<file path="src/rtl/button_conditioner.sv">
// button_conditioner: four-channel push-button front end for the game core.
// Each raw pad goes through a two-flop synchroniser, then a per-channel
// debounce FSM that accepts a level change only after DEBOUNCE_CYCLES
// consecutive agreeing samples. Registered one-cycle press/release pulses
// and a combinational press summary are produced from the debounced levels.
//
// Handshake: there is none. Every output is a plain level or a one-cycle
// pulse, valid on every clock; the consumer must sample each cycle and the
// block never stalls.
module button_conditioner #(
  parameter int DEBOUNCE_CYCLES = 1_000_000,
  parameter int CNT_W           = 24
) (
  input  logic       clk,
  input  logic       reset,
  input  logic [3:0] btn_raw,
  output logic [3:0] btn_level,
  output logic [3:0] btn_press,
  output logic [3:0] btn_release,
  output logic       any_press,
  output logic [1:0] press_id,
  output logic       multi_press
);

  typedef enum logic [1:0] {
    STABLE_LOW  = 2'd0,
    ARM_HIGH    = 2'd1,
    STABLE_HIGH = 2'd2,
    ARM_LOW     = 2'd3
  } state_t;

  // Count value on which the candidate level is accepted.
  localparam logic [CNT_W-1:0] CNT_LAST = CNT_W'(DEBOUNCE_CYCLES - 1);
  localparam logic [CNT_W-1:0] CNT_ONE  = CNT_W'(1);
  localparam logic [CNT_W-1:0] CNT_ZERO = '0;

  logic [3:0]       s1;
  logic [3:0]       s2;
  // Per-channel FSM state, kept as a named array so checkers can bind to it.
  state_t           chan_state [4];
  state_t           state_d    [4];
  logic [CNT_W-1:0] cnt_q      [4];
  logic [CNT_W-1:0] cnt_d      [4];
  logic [3:0]       press_d;
  logic [3:0]       release_d;

  // Two-flop synchroniser for the asynchronous pad inputs.
  always_ff @(posedge clk or posedge reset) begin
    if (reset) begin
      s1 <= '0;
      s2 <= '0;
    end else begin
      s1 <= btn_raw;
      s2 <= s1;
    end
  end

  // State register: FSM state, debounce counters and the registered pulses.
  always_ff @(posedge clk or posedge reset) begin
    if (reset) begin
      for (int i = 0; i < 4; i++) begin
        chan_state[i] <= STABLE_LOW;
        cnt_q[i]      <= '0;
      end
      btn_press   <= '0;
      btn_release <= '0;
    end else begin
      for (int i = 0; i < 4; i++) begin
        chan_state[i] <= state_d[i];
        cnt_q[i]      <= cnt_d[i];
      end
      btn_press   <= press_d;
      btn_release <= release_d;
    end
  end

  // Next-state logic: arm on a disagreeing sample, fall back on any glitch,
  // commit once the count of agreeing samples reaches DEBOUNCE_CYCLES.
  always_comb begin
    press_d   = '0;
    release_d = '0;
    for (int i = 0; i < 4; i++) begin
      state_d[i] = chan_state[i];
      cnt_d[i]   = cnt_q[i];
      case (chan_state[i])
        STABLE_LOW: begin
          if (s2[i]) begin
            if (DEBOUNCE_CYCLES == 1) begin
              state_d[i] = STABLE_HIGH;
              press_d[i] = 1'b1;
            end else begin
              state_d[i] = ARM_HIGH;
              cnt_d[i]   = CNT_ONE;
            end
          end
        end
        ARM_HIGH: begin
          if (!s2[i]) begin
            state_d[i] = STABLE_LOW;
            cnt_d[i]   = CNT_ZERO;
          end else if (cnt_q[i] == CNT_LAST) begin
            state_d[i] = STABLE_HIGH;
            cnt_d[i]   = CNT_ZERO;
            press_d[i] = 1'b1;
          end else begin
            cnt_d[i] = cnt_q[i] + CNT_ONE;
          end
        end
        STABLE_HIGH: begin
          if (!s2[i]) begin
            if (DEBOUNCE_CYCLES == 1) begin
              state_d[i]   = STABLE_LOW;
              release_d[i] = 1'b1;
            end else begin
              state_d[i] = ARM_LOW;
              cnt_d[i]   = CNT_ONE;
            end
          end
        end
        ARM_LOW: begin
          if (s2[i]) begin
            state_d[i] = STABLE_HIGH;
            cnt_d[i]   = CNT_ZERO;
          end else if (cnt_q[i] == CNT_LAST) begin
            state_d[i]   = STABLE_LOW;
            cnt_d[i]     = CNT_ZERO;
            release_d[i] = 1'b1;
          end else begin
            cnt_d[i] = cnt_q[i] + CNT_ONE;
          end
        end
        default: begin
          state_d[i] = STABLE_LOW;
          cnt_d[i]   = CNT_ZERO;
        end
      endcase
    end
  end

  // Outputs: debounced level follows the FSM state; summary decodes the
  // registered press pulses so it lines up with them.
  always_comb begin
    for (int i = 0; i < 4; i++) begin
      btn_level[i] = (chan_state[i] == STABLE_HIGH) || (chan_state[i] == ARM_LOW);
    end
    any_press = |btn_press;
    if (btn_press[0])      press_id = 2'd0;
    else if (btn_press[1]) press_id = 2'd1;
    else if (btn_press[2]) press_id = 2'd2;
    else if (btn_press[3]) press_id = 2'd3;
    else                   press_id = 2'd0;
    multi_press = (btn_press[0] & btn_press[1]) | (btn_press[0] & btn_press[2]) |
                  (btn_press[0] & btn_press[3]) | (btn_press[1] & btn_press[2]) |
                  (btn_press[1] & btn_press[3]) | (btn_press[2] & btn_press[3]);
  end

endmodule
</file>
<file path="config.mk">
export PLATFORM = sky130hd
export DESIGN_NAME = button_conditioner
export DESIGN_NICKNAME = d
export VERILOG_FILES = /design/src/rtl/button_conditioner.sv
export SDC_FILE = /design/constraint.sdc
export NUM_CORES = 1
export LEC_CHECK = 0
export ABC_CLOCK_PERIOD_IN_PS = 4300
export CAP_MARGIN = 20
export CORE_MARGIN = 10
export CORE_UTILIZATION = 48
export DETAILED_ROUTE_END_ITERATION = 6
export PLACE_DENSITY = 0.73
export SYNTH_ARGS = -nofsm -noshare
export SYNTH_HDL_FRONTEND = slang
export SYNTH_SLANG_ARGS = --single-unit
</file>
<file path="constraint.sdc">
create_clock -name clk -period 4.3 [get_ports clk]
set_clock_uncertainty 0.05 [all_clocks]
set_input_delay 1.29 -clock clk [delete_from_list [all_inputs] [get_ports clk]]
set_output_delay 1.29 -clock clk [all_outputs]
set_load 0.02 [all_outputs]
</file>
==> results by stage <==
Synthesis:
- The most frequently used flop master after synthesis is sky130_fd_sc_hd__dfrtp_1.
- After synthesis, the share of flip-flops with an asynchronous set or reset is 100%.
- Counting instances in the post-synthesis netlist gives the leading cell types as 120 x sky130_fd_sc_hd__dfrtp_1, 66 x sky130_fd_sc_hd__nand2_1, 57 x sky130_fd_sc_hd__nand3_1.
- The most frequent cell after synthesis is sky130_fd_sc_hd__dfrtp_1.
- In the post-synthesis netlist, the biggest area contributors are sky130_fd_sc_hd__dfrtp_1 46%, sky130_fd_sc_hd__a31oi_1 4.6%, sky130_fd_sc_hd__nand3_1 4.4%.
- Yosys mapped the design onto between 70 and 80 distinct sky130hd cell types.
- The average cell area after synthesis is 9.38 µm².
- The synthesized design contains 120 register bits.
- The total of warnings raised by yosys is 0.
- The synthesized netlist occupies a cell area of 6520 µm².
- The share of the Yosys chip area taken by registers is 46.1%.
- Counting flops with a built-in enable in the synthesized netlist gives 0.
- The cell count after synthesis came out at about 700.
- The synthesized netlist net count is between 700 and 800.
- The library cell with the largest summed area after synthesis is sky130_fd_sc_hd__dfrtp_1.
- The area fraction of the dominant cell type after synthesis is 46.1%.

Route:
- The first detailed-routing pass ran for 5 iterations.
- Summing over every cut layer, the via total after detailed routing is 5563.
- After detailed routing, the number of vias per cell comes to a little over 6.
- The detail route stage leaves a number of antenna-violating nets equal to 0.
- The DRC violation count after routing is 0.
- In this run, the number of DRC markers left after iteration 0 of detailed routing was between 400 and 500.
- Dividing the detail-routed wire length by the instance count gives approximately 17 µm.
- For this block, the routed nets add up to between 10000 and 15000 µm of wire.

Floorplan:
- The initial utilization of the core area, before any placement, comes to around 50%.
- The boundary pin count is 22.
- From left edge to right edge, the die measures between 100 and 150 µm.
- The die footprint is approximately 19000 µm².
- After floorplanning, the core was divided into between 40 and 50 placement rows.
- The height of the die is roughly 140 µm.
- The core area is approximately 13000 µm².

Power and ir drop:
- For this design the static power due to leakage is a little over 3 nW.
- IR analysis of the VDD net gives a maximum drop of around 0.27 mV.
- The switching portion of total power is about 29%.
- In this run, flip-flops and latches consume slightly below 40% of the power.
- Total power for the finished layout comes to 3.31 mW.
- The part of the total power dissipated in combinational logic is around 17%.
- The power density over the cells is 446 nW/µm².
- Per report_power, the clock group accounts for around 44% of the total.
- The power dissipated by switching net loads is around 960 µW.
- The internal power of the cells totals roughly 2.4 mW.

Timing:
- Setup repair after global routing left no endpoint under its margin.
- Setup slack on the critical path of the routed design comes to approximately 1.1 ns.
- The number of hold violations in the final report is 0.
- The remaining max-slew budget at the tightest pin is 29.0%.
- Static timing analysis puts the maximum clock frequency at about 310 MHz.
- The time the worst path needs with I/O delays and setup is approximately 3.2 ns.
- The post-route fraction of the period consumed by the critical path is between 70 and 80%.
- Final hold analysis gives a worst-case slack of 0.304 ns.
- The final setup violation count is 0.
- The number of pins exceeding their max-slew limit in the final report is 0.
- In the final timing run, aggregate negative setup slack is 0 ns.
- At the pin with the least slew margin, the transition time is between 1 and 1.5 ns.

Worst setup path:
- The setup slack of the most critical reg-to-reg path is ~1.7 ns.
- STA puts the critical path data required time at slightly below 3 ns.
- The data arrival time of the critical path is about 1.9 ns.
- The critical-path maximum fanout is 5.
- The cell depth of the worst flop-to-flop path is 6.
- The launch point of the worst reg-to-reg path is cnt_q[72].
- The critical path ends at multi_press.
- The endpoint identified for the worst register-to-register timing path is cnt_q[93].
- The most critical setup path has its startpoint at btn_press[1].
- STA classifies the critical path endpoint as an output pin.
- The worst setup path category is flop to output pin.
- STA classifies the critical path startpoint as a flop.

Clock network:
- TritonCTS built the clock tree.
- The number of hold-repair buffers added at the cts stage is 0.
- The root buffer cell is sky130_fd_sc_hd__clkbuf_16.
- The number of buffers created by CTS is 17.
- Clock latency on the worst-skew pair, taken at its later pin, is 0.42 ns.
- The number of buffers added for setup after CTS is 0.
- The clock transition at the registers of the reported paths is 0.05 ns.
- The H-tree was split into 4 levels.
- No sink is reached through more buffers than the 2 on the longest clock path.
- The number of gates resized after cts is 0.
- The number of clock sinks seen by CTS is 120.

Global routing:
- Global routing used between 10% and 20% of the available tracks across all layers.
- The number of global-route vias before repair is 5277.
- The initial antenna violation count is 0.
- Entering global routing, the biggest net connects 62 pins.
- The wire length of the first global-routing pass is roughly 25000 µm.
- The overflow left after global routing is 0.

Worst hold path:
- The min-delay analysis places its worst path in the category flop to flop.
- The start point of the worst hold path is s1[1].
- The worst hold path was traced through 0 stages.

Placed design:
- The count of input and output buffers is 21.
- The placed instance count is between 800 and 900.
- Once placement finished, the instance area stood at about 6800 µm².
- The congestion estimate from routability-driven global placement came to 0.803.
- The placed wire-length estimate is around 9700 µm.
- The worst setup slack after placement is 1.52 ns.

Finish:
- Cells with a size suffix above 1 make up 9.75% of the layout.
- The area added between synthesis and finish is 14.0%.
- The finished cells cover 7430 µm².
- After the flow finishes, the layout carries non-filler instances totaling between 800 and 900.
- The core occupancy in the finished layout is ~56%.
- The net count of the finished layout is roughly 720.
- The total inserted antenna cells is 0.

Flow run:
- The max capacitance violation total is 0.

Outcome:
- The flow ran to the end, and the final reports show no timing, DRC or antenna violations.
==> state kept, by name, indices dropped and copies added (netlist names), named ones only <==
name / flops
s2: 4
chan_state: 4
btn_press: 4
btn_release: 4
cnt_q: 96
s1: 4
==> cell families after synthesis <==
logic type               after synthesis  share of synthesized area (%)
XOR/XNOR                              11                           1.48
buffers and inverters                 49                           3.67
AO/OA/AOI/OAI                        193                           19.3
flip-flops                           120                           46.1
multiplexers                          12                           1.96
adder cells (fa/ha/maj)                5                          0.922
AND/OR/NAND/NOR                      305                           26.6
==> per-layer routing <==
metal | vias to the layer above | routed length, µm | track usage (%)
li1 | 2646 | - | -
met1 | 2747 | 6620 | 19.9
met2 | 145 | 7190 | 26.9
met3 | 25 | 706 | 4.51
met4 | 0 | 250 | 6.39
met5 | - | 0 | 0
==> worst min path at each step <==
stage / slack [ns] / endpoint
3_3_place_gp: 0.28 / s2[0]
6_report: 0.30 / s2[1]
3_5_place_dp: 0.29 / s2[1]
2_1_floorplan: 0.28 / s2[0]
5_1_grt: 0.32 / s2[1]
4_1_cts: 0.31 / s2[1]
==> critical path: stages (launching register included) <==
cell                              delay (ns)
sky130_fd_sc_hd__dfrtp_1                0.42
sky130_fd_sc_hd__maj3_1                 0.36
sky130_fd_sc_hd__nor2_1                 0.09
sky130_fd_sc_hd__nor2_1                 0.04
sky130_fd_sc_hd__clkdlybuf4s50_1        0.55
==> area by class of cell <==
class                      count  area (µm²)
timing repair buffer          26         264
tap                          176         220
inverter                      14        56.3
multi-input combinational    526        3270
fill                        1130        5870
clock buffer                  24         492
sequential                   120        3000
clock inverter                 8         118
==> power groups by stage <==
stage / registers [mW] / clock network (mW) / logic (mW)
finish: 1.29 / 1.46 / 0.559
global placement: 1.30 / 0 / 0.517
floorplan: 1.29 / 0 / 0.458
CTS: 1.29 / 1.47 / 0.548
detailed placement: 1.31 / 0 / 0.545
global route: 1.30 / 1.54 / 0.624
==> cell usage in the layout (no fill, tap or decap), types with 5 or more instances in the layout <==
cell / n
sky130_fd_sc_hd__dfrtp_1: 120
sky130_fd_sc_hd__nand2_1: 66
sky130_fd_sc_hd__nand3_1: 57
sky130_fd_sc_hd__a31oi_1: 48
sky130_fd_sc_hd__a21oi_1: 43
sky130_fd_sc_hd__o21ai_0: 38
sky130_fd_sc_hd__nor2_1: 36
sky130_fd_sc_hd__nand4_1: 24
sky130_fd_sc_hd__clkdlybuf4s50_1: 21
sky130_fd_sc_hd__nor3_1: 20
sky130_fd_sc_hd__a21o_1: 18
sky130_fd_sc_hd__clkbuf_16: 17
sky130_fd_sc_hd__and3_1: 14
sky130_fd_sc_hd__inv_1: 13
sky130_fd_sc_hd__or3_1: 11
sky130_fd_sc_hd__nor4_1: 10
sky130_fd_sc_hd__nor3b_1: 10
sky130_fd_sc_hd__nand2b_1: 10
sky130_fd_sc_hd__and4_1: 9
sky130_fd_sc_hd__a22o_1: 8
sky130_fd_sc_hd__xor2_1: 7
sky130_fd_sc_hd__or2_2: 7
sky130_fd_sc_hd__mux2i_1: 6
sky130_fd_sc_hd__and2_1: 5
sky130_fd_sc_hd__a41oi_1: 5
sky130_fd_sc_hd__mux2_2: 5
(Power assumes the default switching activity.)
